### src/rtl/uart_alu_sequencer_if.sv
// Bus bundle between the command sequencer and its UART_RX / UART_TX / ALU
// environment. The sequencer side uses the master modport.
interface uart_alu_sequencer_if #(
  parameter int NB_DATA = 8,
  parameter int NB_OP   = 6
);
  logic [NB_DATA-1:0] i_rx;
  logic               i_rxDone;
  logic               i_txDone;
  logic [NB_DATA-1:0] i_result;
  logic [NB_DATA-1:0] o_datoA;
  logic [NB_DATA-1:0] o_datoB;
  logic [NB_OP-1:0]   o_operation;
  logic               o_valid;
  logic               o_tx_start;
  logic [NB_DATA-1:0] o_data;
  logic               o_busy;
  logic               o_err;

  modport master (
    input  i_rx, i_rxDone, i_txDone, i_result,
    output o_datoA, o_datoB, o_operation, o_valid, o_tx_start, o_data, o_busy, o_err
  );

  modport slave (
    output i_rx, i_rxDone, i_txDone, i_result,
    input  o_datoA, o_datoB, o_operation, o_valid, o_tx_start, o_data, o_busy, o_err
  );
endinterface

### src/rtl/uart_alu_sequencer.sv
// Command sequencer: parses (tag, payload) byte pairs from UART_RX into
// operand A, operand B and opcode, fires the ALU once per OP command, hands
// the result to UART_TX and waits for the frame to finish.
//
// state     | meaning
// ----------+-------------------------------------------------------------
// S_IDLE    | waiting for a tag byte
// S_PAYLOAD | tag accepted, waiting for its payload byte (timed)
// S_EXEC    | ALU execute strobe, result captured at end of cycle
// S_SEND    | UART_TX start strobe
// S_WAIT_TX | waiting for UART_TX to report the frame done
module uart_alu_sequencer #(
  parameter int NB_DATA = 8,
  parameter int NB_OP   = 6,
  parameter int NB_TMO  = 16,
  parameter int TMO_CYC = 50000
) (
  input logic                  clk,
  input logic                  i_rst_n,
  uart_alu_sequencer_if.master bus
);

  localparam logic [NB_OP-1:0]  TAG_A    = NB_OP'(8'h08);
  localparam logic [NB_OP-1:0]  TAG_B    = NB_OP'(8'h10);
  localparam logic [NB_OP-1:0]  TAG_OP   = NB_OP'(8'h20);
  localparam logic [NB_TMO-1:0] TMO_LAST = NB_TMO'(TMO_CYC - 1);

  typedef enum logic [2:0] {
    S_IDLE,
    S_PAYLOAD,
    S_EXEC,
    S_SEND,
    S_WAIT_TX
  } state_t;

  state_t             state_q, state_d;
  logic [NB_OP-1:0]   tag_q, tag_d;
  logic [NB_TMO-1:0]  timer_q, timer_d;
  logic [NB_DATA-1:0] dato_a_q, dato_a_d;
  logic [NB_DATA-1:0] dato_b_q, dato_b_d;
  logic [NB_OP-1:0]   op_q, op_d;
  logic               a_ok_q, a_ok_d;
  logic               b_ok_q, b_ok_d;
  logic [NB_DATA-1:0] data_q, data_d;
  logic               err_q, err_d;

  logic [NB_OP-1:0] rx_tag;
  logic             tag_legal;

  assign rx_tag    = bus.i_rx[NB_OP-1:0];
  assign tag_legal = (rx_tag == TAG_A) || (rx_tag == TAG_B) || (rx_tag == TAG_OP);

  // State and datapath registers; reset drops any partial command and the operand flags.
  always_ff @(posedge clk or negedge i_rst_n) begin
    if (!i_rst_n) begin
      state_q  <= S_IDLE;
      tag_q    <= '0;
      timer_q  <= '0;
      dato_a_q <= '0;
      dato_b_q <= '0;
      op_q     <= '0;
      a_ok_q   <= 1'b0;
      b_ok_q   <= 1'b0;
      data_q   <= '0;
      err_q    <= 1'b0;
    end else begin
      state_q  <= state_d;
      tag_q    <= tag_d;
      timer_q  <= timer_d;
      dato_a_q <= dato_a_d;
      dato_b_q <= dato_b_d;
      op_q     <= op_d;
      a_ok_q   <= a_ok_d;
      b_ok_q   <= b_ok_d;
      data_q   <= data_d;
      err_q    <= err_d;
    end
  end

  // Next-state logic: byte parsing, payload timeout and the execute/transmit handshake.
  always_comb begin
    state_d  = state_q;
    tag_d    = tag_q;
    timer_d  = timer_q;
    dato_a_d = dato_a_q;
    dato_b_d = dato_b_q;
    op_d     = op_q;
    a_ok_d   = a_ok_q;
    b_ok_d   = b_ok_q;
    data_d   = data_q;
    err_d    = 1'b0;

    unique case (state_q)
      S_IDLE: begin
        if (bus.i_rxDone) begin
          if (tag_legal) begin
            tag_d   = rx_tag;
            timer_d = '0;
            state_d = S_PAYLOAD;
          end else begin
            err_d = 1'b1;
          end
        end
      end

      S_PAYLOAD: begin
        // An arriving byte takes priority over a simultaneous timeout.
        if (bus.i_rxDone) begin
          state_d = S_IDLE;
          if (tag_q == TAG_A) begin
            dato_a_d = bus.i_rx;
            a_ok_d   = 1'b1;
          end else if (tag_q == TAG_B) begin
            dato_b_d = bus.i_rx;
            b_ok_d   = 1'b1;
          end else if (a_ok_q && b_ok_q) begin
            op_d    = rx_tag;
            state_d = S_EXEC;
          end else begin
            err_d = 1'b1;
          end
        end else if (timer_q == TMO_LAST) begin
          err_d   = 1'b1;
          state_d = S_IDLE;
        end else begin
          timer_d = timer_q + 1'b1;
        end
      end

      S_EXEC: begin
        data_d  = bus.i_result;
        state_d = S_SEND;
        err_d   = bus.i_rxDone;
      end

      S_SEND: begin
        state_d = S_WAIT_TX;
        err_d   = bus.i_rxDone;
      end

      S_WAIT_TX: begin
        if (bus.i_txDone) state_d = S_IDLE;
        err_d = bus.i_rxDone;
      end

      default: state_d = S_IDLE;
    endcase
  end

  assign bus.o_datoA     = dato_a_q;
  assign bus.o_datoB     = dato_b_q;
  assign bus.o_operation = op_q;
  assign bus.o_data      = data_q;
  assign bus.o_err       = err_q;
  assign bus.o_valid     = (state_q == S_EXEC);
  assign bus.o_tx_start  = (state_q == S_SEND);
  assign bus.o_busy      = (state_q == S_EXEC) || (state_q == S_SEND) || (state_q == S_WAIT_TX);

endmodule

### src/flat_wrapper.sv
// flat-port wrapper written by rule: the top's interface ports become plain ports
module uart_alu_sequencer_flat 
#(
  parameter int NB_DATA = 8,
  parameter int NB_OP   = 6,
  parameter int NB_TMO  = 16,
  parameter int TMO_CYC = 50000
)
  (clk, i_rst_n, bus_i_rx, bus_i_rxDone, bus_i_txDone, bus_i_result, bus_o_datoA, bus_o_datoB, bus_o_operation, bus_o_valid, bus_o_tx_start, bus_o_data, bus_o_busy, bus_o_err);
  uart_alu_sequencer_if #(.NB_DATA(NB_DATA), .NB_OP(NB_OP)) bus_i ();
  input logic clk;
  input logic i_rst_n;
  input wire logic [$bits(bus_i.i_rx)-1:0] bus_i_rx;
  input wire logic [$bits(bus_i.i_rxDone)-1:0] bus_i_rxDone;
  input wire logic [$bits(bus_i.i_txDone)-1:0] bus_i_txDone;
  input wire logic [$bits(bus_i.i_result)-1:0] bus_i_result;
  output wire logic [$bits(bus_i.o_datoA)-1:0] bus_o_datoA;
  output wire logic [$bits(bus_i.o_datoB)-1:0] bus_o_datoB;
  output wire logic [$bits(bus_i.o_operation)-1:0] bus_o_operation;
  output wire logic [$bits(bus_i.o_valid)-1:0] bus_o_valid;
  output wire logic [$bits(bus_i.o_tx_start)-1:0] bus_o_tx_start;
  output wire logic [$bits(bus_i.o_data)-1:0] bus_o_data;
  output wire logic [$bits(bus_i.o_busy)-1:0] bus_o_busy;
  output wire logic [$bits(bus_i.o_err)-1:0] bus_o_err;
  assign bus_i.i_rx = bus_i_rx;
  assign bus_i.i_rxDone = bus_i_rxDone;
  assign bus_i.i_txDone = bus_i_txDone;
  assign bus_i.i_result = bus_i_result;
  assign bus_o_datoA = bus_i.o_datoA;
  assign bus_o_datoB = bus_i.o_datoB;
  assign bus_o_operation = bus_i.o_operation;
  assign bus_o_valid = bus_i.o_valid;
  assign bus_o_tx_start = bus_i.o_tx_start;
  assign bus_o_data = bus_i.o_data;
  assign bus_o_busy = bus_i.o_busy;
  assign bus_o_err = bus_i.o_err;
  uart_alu_sequencer #(.NB_DATA(NB_DATA), .NB_OP(NB_OP), .NB_TMO(NB_TMO), .TMO_CYC(TMO_CYC)) u_core (.clk(clk), .i_rst_n(i_rst_n), .bus(bus_i));
endmodule
### config.mk
export PLATFORM = sky130hd
export DESIGN_NAME = uart_alu_sequencer_flat
export DESIGN_NICKNAME = d
export VERILOG_FILES = /design/src/rtl/uart_alu_sequencer_if.sv /design/src/rtl/uart_alu_sequencer.sv /design/src/flat_wrapper.sv
export SDC_FILE = /design/constraint.sdc
export NUM_CORES = 1
export LEC_CHECK = 0
export ABC_CLOCK_PERIOD_IN_PS = 2700
export CORE_ASPECT_RATIO = 1.25
export CORE_MARGIN = 2
export CORE_UTILIZATION = 51
export DETAILED_ROUTE_END_ITERATION = 10
export GPL_TIMING_DRIVEN = 0
export PLACE_DENSITY = 0.8
export SETUP_SLACK_MARGIN = 0.15
export SYNTH_ARGS = -nofsm -noshare
export SYNTH_HDL_FRONTEND = slang
export SYNTH_SLANG_ARGS = --single-unit
### constraint.sdc
create_clock -name clk -period 2.7 [get_ports clk]
set_input_delay 0.81 -clock clk [delete_from_list [all_inputs] [get_ports clk]]
set_output_delay 0.81 -clock clk [all_outputs]
set_load 0.02 [all_outputs]
==> summary.txt <==
unrepaired setup endpoints after global routing: no
setup TNS: 0 ns
post-synthesis async set-or-reset flop share: 1.00
CP endpoint kind: register
first-pass GRT wire length: 9670 um
Clk pwr share: 0.381
required time worst endpoint: 2.92 ns
Post-synth EDFFs: 0
period utilisation layout: 0.889
switching share of power: 0.271
Starting Density: 0.524
sequential share of the synthesized area: 0.553
Psw: 0.640 mW
initial antenna violation count: 0
layout cell share with drive strength beyond 1: 0.269
DRC viols: 0
H-tree depth: 3
Mean Syn Cell Area: 12.2 um^2
Yosys reg bits: 58
leakage power: 1.66 nW
CTS Buf Count: 9
final wirelength: 5880 um
worst min path class: in2async
number of core rows: 29
Syn Nets: 236
First-pass DRT Iterations: 4
maximum clock rate: 417 MHz
total power: 2.36 mW
Total GRT Usage: 0.228
Pwr Density: 676 nW/um^2
internal power: 1.72 mW
max-slew violations: 0
mapped cell area: 2630 um^2
Yosys warning total: 0
Final ANT Viol Nets: 0
DR vias: 1,990
Die X: 68.2 um
Comb power frac: 0.177
Startpoint Class: primary input
Yosys cell types: 47
Clock transition at path regs: 0.07 ns
top_reg_cell synth: dfrtp_1
Period minus WS final: 2.40 ns
core footprint: 5010 um^2
largest net degree at the start of global routing: 35
Crit Path Class: in2reg
Die ar.: 5740 um^2
outcome: finished, final reports clean
GR Overflow Total: 0
Final setup viols: 0
n_diodes: 0
Root Buffer: clkbuf_8
Max clock buf depth: 2
Max Cap Viol: 0
worst vdd ir: 0.000456 V
part of the power in registers: 0.442
largest fanout on the critical path: 10
DR iter-0 viols: 126
vias per cell: 5.72
critical path arrival: 2.62 ns
fill count: 371
clock latency on the worst-skew pair: 0.34 ns
most common cell after layout, fill and taps aside: dfrtp_1
Area Overhead vs Synth: 33.1%
most frequent cells in the layout: 58 x dfrtp_1, 49 x clkdlybuf4s50_1, 34 x mux2_2, 14 x nand2_1, 10 x nor2_1
Tightest Pin Transition: 0.612 ns
final hold violations: 0
pre-CTS setup slack: -0.321 ns
Cells after Synth: 215
Slew headroom: 0.592
fin nets: 302
CTS tree: built
IO buf count: 53
vias in the first global route: 2,042
clk_skew: 0.00792 ns
Routability Congestion: 0.908
Clock Sink Count: 58
Ports: 54
final setup margin: 0.300 ns
Die Ht: 84.2 um
post-detail-place hpwl: 4020 um
Wirelength per Cell: 16.9 um
[flip-flops by register name (all words and copies together) (netlist names)]
name / flops
u_core.a_ok_q: 1
u_core.b_ok_q: 1
u_core.bus.o_data: 8
u_core.bus.o_datoA: 8
u_core.bus.o_datoB: 8
u_core.bus.o_err: 1
u_core.bus.o_operation: 6
u_core.state_q: 3
u_core.tag_q: 6
u_core.timer_q: 16
[timing repair]
item                       in CTS  in global routing
gates resized for setup         6                  3
pin swaps                       1                  0
setup buffers                   1                  0
hold endpoints to repair        0                  0
setup endpoints to repair       8                  5
hold buffers                    0                  0
[power groups by stage]
stage                     Combinational [mW]  Clock [mW]  Sequential [mW]
final                                  0.419       0.900             1.04
after global routing                   0.451       0.969             1.06
after CTS                              0.425       0.926             1.04
after detailed placement               0.421           0             1.06
after global placement                 0.409           0             1.05
after floorplan                        0.153           0             1.11
[cell families after synthesis]
family,share of synthesized area
xor+xnor,0.00334
fa+ha+maj,0.00476
simple gates,0.161
compound gates,0.0986
buf+inv,0.0176
mux,0.162
flops,0.553
[metal layers]
metal	vias up	share of wire	track usage
li1	925	-	-
met5	-	0	0
met1	996	0.41	0.270
met4	0	0.016	0.0727
met2	59	0.51	0.371
met3	10	0.069	0.0938
[stage by stage]
step	cells	util	hold slack, ns	instance area (um^2)
3_3_place_gp	330	0.646	0.452	3230
2_1_floorplan	215	-	0.435	2630
4_1_cts	348	0.697	0.464	3490
5_1_grt	348	0.698	0.495	3500
6_report	348	0.698	0.474	3500
3_5_place_dp	331	0.649	0.453	3250
[layout make-up]
type                    instances  area, um^2  share of cell area
plain buffers                   4        31.3             0.00895
clock inverters                 7         101              0.0290
repair buffers                 55         553               0.158
well taps                      62        77.6              0.0222
multi-input cells             148        1140               0.326
clock buffers                   9         124              0.0354
inverters                       5        18.8             0.00537
flip-flops and latches         58        1450               0.415
[synthesized netlist by cell type (all sizes together) (2+ instances only)]
cell / count / area share
dfrtp: 58 / 0.55
mux2: 34 / 0.15
nand2: 14 / 0.020
nor2: 11 / 0.016
nand3: 9 / 0.017
nor3: 8 / 0.015
o21ai: 7 / 0.013
a211o: 5 / 0.017
a21o: 5 / 0.016
a21oi: 5 / 0.011
and3: 5 / 0.013
inv: 5 / 0.0071
nor2b: 5 / 0.012
nand2b: 4 / 0.0095
nor4: 4 / 0.015
buf: 3 / 0.0091
mux2i: 3 / 0.016
nor3b: 3 / 0.010
o22ai: 3 / 0.0071
or3: 3 / 0.0071
a22o: 2 / 0.0076
nand4: 2 / 0.0048
o211ai: 2 / 0.0076
or2: 2 / 0.0057
[final timing paths]
path / depth (start not counted) / startpoint / slack [ns] / endpoint
worst max-delay path: 6 / bus_i_rx[4] / 0.30 / u_core.tag_q[4]
worst min-delay path: 1 / i_rst_n / 0.47 / u_core.bus.o_datoA[3]
worst max register to register: 6 / u_core.timer_q[11] / 0.45 / u_core.timer_q[3]
worst min register to register: 1 / u_core.b_ok_q / 0.47 / u_core.b_ok_q
max in group asynchronous: 2 / i_rst_n / 1.63 / u_core.bus.o_data[5]
min in group clk: 1 / u_core.b_ok_q / 0.47 / u_core.b_ok_q
[worst max-delay path: stages]
cell	delay (ns)
clkdlybuf4s50_1	0.53
o21ai_0	0.23
o211ai_1	0.18
nor3_1	0.26
clkbuf_4	0.27
mux2_2	0.34
Power figures use the tool's default switching activity.
